## src/rtl/vga_pkg.sv

```systemverilog
// Shared types and timing defaults for the VGA board-capture block.
// 800x600 timing figures are the stock defaults for the capture path.
package vga_pkg;

  typedef enum logic [1:0] {
    SEARCH   = 2'd0,
    WAIT_END = 2'd1,
    CAPTURE  = 2'd2
  } state_t;

  typedef struct packed {
    logic hit;
    logic fall;
  } samp_t;

  localparam int H_ACTIVE   = 800;
  localparam int H_SYNC_BEG = 856;
  localparam int H_SYNC_END = 976;
  localparam int H_TOTAL    = 1040;
  localparam int V_ACTIVE   = 600;
  localparam int V_SYNC_BEG = 637;
  localparam int V_SYNC_END = 643;
  localparam int V_TOTAL    = 666;

  function automatic int pixiv(
    input int hsize,
    input int n
  );
    return hsize / n;
  endfunction

  function automatic bit std_timing_ok();
    return (H_ACTIVE < H_SYNC_BEG) &&
           (H_SYNC_BEG < H_SYNC_END) &&
           (H_SYNC_END < H_TOTAL) &&
           (V_ACTIVE < V_SYNC_BEG) &&
           (V_SYNC_BEG < V_SYNC_END) &&
           (V_SYNC_END < V_TOTAL);
  endfunction

endpackage

```

## src/rtl/vga_cell_sampler.sv

```systemverilog
// Pixel/line counters and board cell-centre detection.
// x is the index of the pixel currently on de; y the current line.
module vga_cell_sampler
  import vga_pkg::*;
#(
  parameter int WIDTH     = 12,
  parameter int HSIZE     = 800,
  parameter int P_PARAM_N = 25,
  parameter int P_PARAM_M = 18,
  parameter int PIXIV     = 32
) (
  input  logic               clk,
  input  logic               rst_n,
  input  logic               run,
  input  logic               de,
  output logic [WIDTH-1:0]   x,
  output logic [WIDTH-1:0]   y,
  output samp_t              samp,
  output logic [2*WIDTH-1:0] pos
);

  localparam logic [WIDTH-1:0] PIX  = WIDTH'(PIXIV);
  localparam logic [WIDTH-1:0] HALF = WIDTH'(PIXIV / 2);
  localparam logic [WIDTH-1:0] HS   = WIDTH'(HSIZE);
  localparam logic [WIDTH-1:0] ROWS = WIDTH'(P_PARAM_M);
  localparam logic [2*WIDTH-1:0] NCOL = (2*WIDTH)'(P_PARAM_N);

  logic             de_d;
  logic [WIDTH-1:0] col;
  logic [WIDTH-1:0] row;
  logic             centre;

  always_ff @(posedge clk or negedge rst_n) begin
    if (!rst_n) begin
      x    <= '0;
      y    <= '0;
      de_d <= 1'b0;
    end else begin
      de_d <= de;
      if (!run) begin
        x <= '0;
        y <= '0;
      end else begin
        x <= de ? x + 1'b1 : '0;
        if (!de && de_d)
          y <= y + 1'b1;
      end
    end
  end

  always_comb begin
    col    = x / PIX;
    row    = y / PIX;
    centre = ((x % PIX) == HALF) && ((y % PIX) == HALF);
    pos    = (2*WIDTH)'(row) * NCOL + (2*WIDTH)'(col);
    samp      = '0;
    // guard on x keeps an overlong line from spilling into the next row
    samp.hit  = run && de && centre && (x < HS) && (row < ROWS);
    samp.fall = run && !de && de_d;
  end

endmodule

```

## src/rtl/vga_capture.sv

```systemverilog
// Captures a cell board from VGA video: sync search FSM plus
// registered write/status outputs around the cell sampler.
module vga_capture
  import vga_pkg::*;
#(
  parameter int WIDTH     = 12,
  parameter int HSIZE     = H_ACTIVE,
  parameter int VSIZE     = V_ACTIVE,
  parameter int P_PARAM_N = 25,
  parameter int P_PARAM_M = 18,
  parameter int VSPP      = 1
) (
  input  logic               clk,
  input  logic               rst_n,
  input  logic               hsync,
  input  logic               vsync,
  input  logic               data_enable,
  input  logic [7:0]         video_red,
  input  logic [7:0]         video_green,
  input  logic [7:0]         video_blue,
  output logic               wr_en,
  output logic [2*WIDTH-1:0] wr_pos,
  output logic               wr_live,
  output logic               frame_done,
  output logic               frame_err,
  output logic               locked
);

  localparam int PIXIV = pixiv(HSIZE, P_PARAM_N);
  localparam logic VPOL = 1'(VSPP);
  localparam logic [WIDTH-1:0] HS      = WIDTH'(HSIZE);
  localparam logic [WIDTH-1:0] VS_LAST = WIDTH'(VSIZE - 1);

  state_t             state, state_n;
  logic               vs_q, vs_d, de_q, live_q;
  logic               vs_act, vs_end;
  logic               done_n, err_n, hit_ok;
  logic [WIDTH-1:0]   x, y;
  logic [2*WIDTH-1:0] pos;
  samp_t              samp;
  logic               unused_in;

  assign unused_in = ^{hsync, video_red[6:0],
                       video_green[6:0], video_blue[6:0]};

  always_ff @(posedge clk or negedge rst_n) begin
    if (!rst_n) begin
      vs_q   <= 1'b0;
      vs_d   <= 1'b0;
      de_q   <= 1'b0;
      live_q <= 1'b0;
    end else begin
      vs_q   <= vsync;
      vs_d   <= vs_q;
      de_q   <= data_enable;
      live_q <= video_red[7] & video_green[7] & video_blue[7];
    end
  end

  assign vs_act = (vs_q == VPOL);
  // WAIT_END leaves only on the trailing edge of a sync pulse
  assign vs_end = (vs_d == VPOL) && !vs_act;

  vga_cell_sampler #(
    .WIDTH     (WIDTH),
    .HSIZE     (HSIZE),
    .P_PARAM_N (P_PARAM_N),
    .P_PARAM_M (P_PARAM_M),
    .PIXIV     (PIXIV)
  ) u_sampler (
    .clk   (clk),
    .rst_n (rst_n),
    .run   (state == CAPTURE),
    .de    (de_q),
    .x     (x),
    .y     (y),
    .samp  (samp),
    .pos   (pos)
  );

  always_comb begin
    state_n = state;
    done_n  = 1'b0;
    err_n   = 1'b0;
    unique case (state)
      SEARCH:   if (vs_act) state_n = WAIT_END;
      WAIT_END: if (vs_end) state_n = CAPTURE;
      CAPTURE: begin
        if (samp.fall && (x != HS)) begin
          err_n   = 1'b1;
          state_n = SEARCH;
        end else if (samp.fall && (y == VS_LAST)) begin
          done_n  = 1'b1;
          state_n = WAIT_END;
        end else if (vs_act) begin
          err_n   = 1'b1;
          state_n = WAIT_END;
        end
      end
      default: state_n = SEARCH;
    endcase
  end

  assign hit_ok = samp.hit && (state_n == CAPTURE);

  always_ff @(posedge clk or negedge rst_n) begin
    if (!rst_n) begin
      state      <= SEARCH;
      wr_en      <= 1'b0;
      wr_pos     <= '0;
      wr_live    <= 1'b0;
      frame_done <= 1'b0;
      frame_err  <= 1'b0;
    end else begin
      state      <= state_n;
      wr_en      <= hit_ok;
      wr_pos     <= hit_ok ? pos : '0;
      wr_live    <= hit_ok & live_q;
      frame_done <= done_n;
      frame_err  <= err_n;
    end
  end

  assign locked = (state == CAPTURE);

endmodule

```

## config.mk

```make
export PLATFORM = sky130hd
export DESIGN_NAME = vga_capture
export DESIGN_NICKNAME = d
export VERILOG_FILES = /design/src/rtl/vga_pkg.sv /design/src/rtl/vga_cell_sampler.sv /design/src/rtl/vga_capture.sv
export SDC_FILE = /design/constraint.sdc
export NUM_CORES = 1
export LEC_CHECK = 0
export CORE_ASPECT_RATIO = 0.75
export CORE_MARGIN = 3
export CORE_UTILIZATION = 45
export CTS_CLUSTER_DIAMETER = 200
export DETAILED_ROUTE_END_ITERATION = 8
export PLACE_DENSITY_LB_ADDON = 0.1
export SLEW_MARGIN = 25
export SYNTH_ARGS = -nofsm -noshare
export SYNTH_HDL_FRONTEND = slang
export SYNTH_SLANG_ARGS = --single-unit
```

## constraint.sdc

```tcl
create_clock -name clk -period 10.1 [get_ports clk]
set_input_delay 2.02 -clock clk [delete_from_list [all_inputs] [get_ports clk]]
set_output_delay 2.02 -clock clk [all_outputs]
set_load 0.005 [all_outputs]
```

==> impl_metrics.py <==
metrics = {
    "power_and_ir_drop": {
        "p_per_area_nw_per_um2": 95.8,
        "ir_drop_mv": 0.0588,
        "p_leak_nw": 1.64,
    },
    "yosys": {
        "syn_inst": 308,
        "synth.top_cell.area_share": 0.392,
        "synth_top_area_cell": "dfrtp_1",
        "yosysMostFrequentCell": "dfrtp_1",
        "netlist_top_cells_area": "dfrtp_1, ha_1, nor2_1",
        "synth_top_flop_cell": "dfrtp_1",
        "synth-async-reset-ratio": 1.00,
        "synth_area_um2": 3060,
        "synth_edf_count": 0,
        "ys_warn_count": 0,
        "yosys-top-cells-count": "dfrtp_1, ha_1, nor2_1, inv_1, xnor2_1",
        "syn_area_per_cell_um2": 9.94,
        "synth_cell_types": 47,
        "synth_seq_cells": 48,
        "ys_seq_area_frac": 0.392,
    },
    "setup_path": {
        "cpMaxStageDelayCell": "clkdlybuf4s50_1",
        "worst-path-buf-inv": 2,
        "crit_fanout": 14,
        "crit_chain": "nand2b_1 > inv_1 > clkdlybuf4s50_1",
        "startpoint": "state[0]",
        "r2r-start": "u_sampler.y[6]",
        "crit_path_start_kind": "flop",
        "crit_arrival_ps": 1890,
        "worst-setup-path-type": "reg -> out",
        "slowest_delay_ps": 530,
        "critical_path.top_delay_family": "buffers and inverters",
        "required_ps": 8080,
        "critPathCaptureType": "output port",
    },
    "grt": {
        "grt_pass1_vias": 1995,
        "grt_max_degree": 49,
        "antenna_found_initial": 0,
        "overflow": 0,
        "track_usage": 0.151,
        "grt_first_pass_wirelength_um": 9540,
    },
    "timing": {
        "period_needed_ps": 3910,
        "hold_viol_final": 0,
        "setup_viol": 0,
        "fin_crit_sh": 0.387,
        "finClkSkew_ps": 4.35,
        "relSlewSlack": 0.549,
        "maxSlewViolCount": 0,
        "tightest_slew_ps": 675,
        "tns_ps": 0,
        "rsz0062_at_grt": "no",
        "clock.fmax_ghz": 0.256,
    },
    "drt": {
        "routed_via_density": 5.04,
        "vias": 2101,
        "wl_per_cell_um": 13.0,
        "drt_iter0_drc": 97,
        "wl_um": 5400,
        "ant_nets": 0,
        "drtPass1Iterations": 4,
        "remaining_drc_errors": 0,
    },
    "final_layout": {
        "layout.area.seq_um2": 1200,
        "fin_nets": 409,
        "multiInputGateArea_um2": 1710,
        "antenna_cells": 0,
        "n_fill_cell": 582,
        "fin_util": 0.533,
        "areaGrowthSynthToFinish_pct": 12.2,
        "stdcell_count": 417,
        "layout-drive-gt1-share": 0.0446,
    },
    "clock_network": {
        "cts-root-buf": "clkbuf_8",
        "cts.path.max_buffers": 2,
        "ctsResizeCount": 0,
        "clock_latency_ps": 290,
        "clock-sinks": 48,
        "clk_pin_slew_ps": 90,
        "cts_tree": "done",
        "cts_htree_levels": 2,
        "ctsHoldBuffers": 0,
        "cts_setup_buffers": 0,
        "numCtsBuffers": 5,
    },
    "outcome": {
        "status": "complete, no violations",
    },
    "place": {
        "port_buffers": 24,
        "routabilityCongestion": 0.834,
        "dp.cells": 409,
        "dp_hpwl_um": 4140,
    },
    "worst_hold_path": {
        "hp-class": "reg -> reg",
        "min_from": "de_q",
    },
    "flow_run": {
        "maxCapViolations": 0,
    },
    "floorplan": {
        "coreArea_um2": 6440,
        "die-area_um2": 7840,
        "die_h_um": 77.4,
        "start_util": 0.475,
        "die_w_um": 101,
        "ioPinCount": 58,
        "rows": 25,
    },
}
## kinds of logic after synthesis
group	synth area share
other cells	0.00123
xor+xnor	0.0944
compound gates	0.0740
fa+ha+maj	0.191
buf+inv	0.0617
flops	0.392
simple gates	0.185
## cell type report
| class | instances | area share |
|---|---|---|
| repair buffers | 25 | 0.0707 |
| flip-flops and latches | 48 | 0.350 |
| inverters | 22 | 0.0241 |
| well taps | 81 | 0.0295 |
| multi-input cells | 233 | 0.497 |
| clock buffers | 6 | 0.0241 |
| clock inverters | 2 | 0.00437 |
## flip-flops by register name, summed over array words and instances (netlist names)
name / flops
u_sampler.y: 12
vs_act: 1
de_q: 1
frame_err: 1
u_sampler.de_d: 1
vs_d: 1
wr_pos: 13
u_sampler.x: 12
state: 2
wr_live: 1
live_q: 1
frame_done: 1
wr_en: 1
## cell usage in the layout (no fill, tap or decap), types with 5 or more instances in the layout
cell type and count:
ha_1 42, and3_1 5, conb_1 11, inv_1 22, xnor2_1 18, xor2_1 15
dfrtp_1 48, clkdlybuf4s50_1 23, o21ai_0 6, nand2_1 13, nand3_1 8, nand4_1 9
clkbuf_8 6, nor2_1 42, a21oi_1 12
## worst paths after layout
path | slack, ps | cells past startpoint | to
worst min register to register | 430 | 0 | u_sampler.de_d
worst max register to register | 6350 | 13 | wr_pos[9]
min in group asynchronous | 1800 | 2 | wr_pos[11]
worst max-delay path | 6190 | 3 | locked
worst min-delay path | 430 | 0 | u_sampler.de_d
max in group asynchronous | 7890 | 2 | u_sampler.y[2]
## metal layers
| layer | wire length [um] | track usage | vias up |
|---|---|---|---|
| met1 | 2930 | 0.235 | 972 |
| li1 | - | - | 1089 |
| met4 | 33 | 0.0279 | 0 |
| met5 | 0 | 0 | - |
| met2 | 2220 | 0.215 | 35 |
| met3 | 219 | 0.0323 | 5 |
## per-stage QoR
step           cell area [um^2]  hold slack [ps]  worst slack [ps]  power (mW)
2_1_floorplan              3100              387              6760       0.207
3_3_place_gp               3340              414              6450       0.212
3_5_place_dp               3340              416              6400       0.212
4_1_cts                    3430              438              6150       0.334
5_1_grt                    3430              475              6030       0.348
6_report                   3430              430              6190       0.329
## worst reg2reg max path, delay by kind of cell, from the launching register on
kind / cells / cell delay [ps]
buffers and inverters: 2 / 150
flip-flops: 1 / 540
adder cells (fa/ha/maj): 5 / 1540
AND/OR/NAND/NOR: 3 / 630
AO/OA/AOI/OAI: 1 / 470
XOR/XNOR: 2 / 300
## report_power, final
part / switching (mW) / internal [mW]
combinational: 0.00804 / 0.00447
sequential: 0.00149 / 0.194
clock: 0.0653 / 0.0555
total: 0.0749 / 0.254
(Power assumes the default switching activity.)
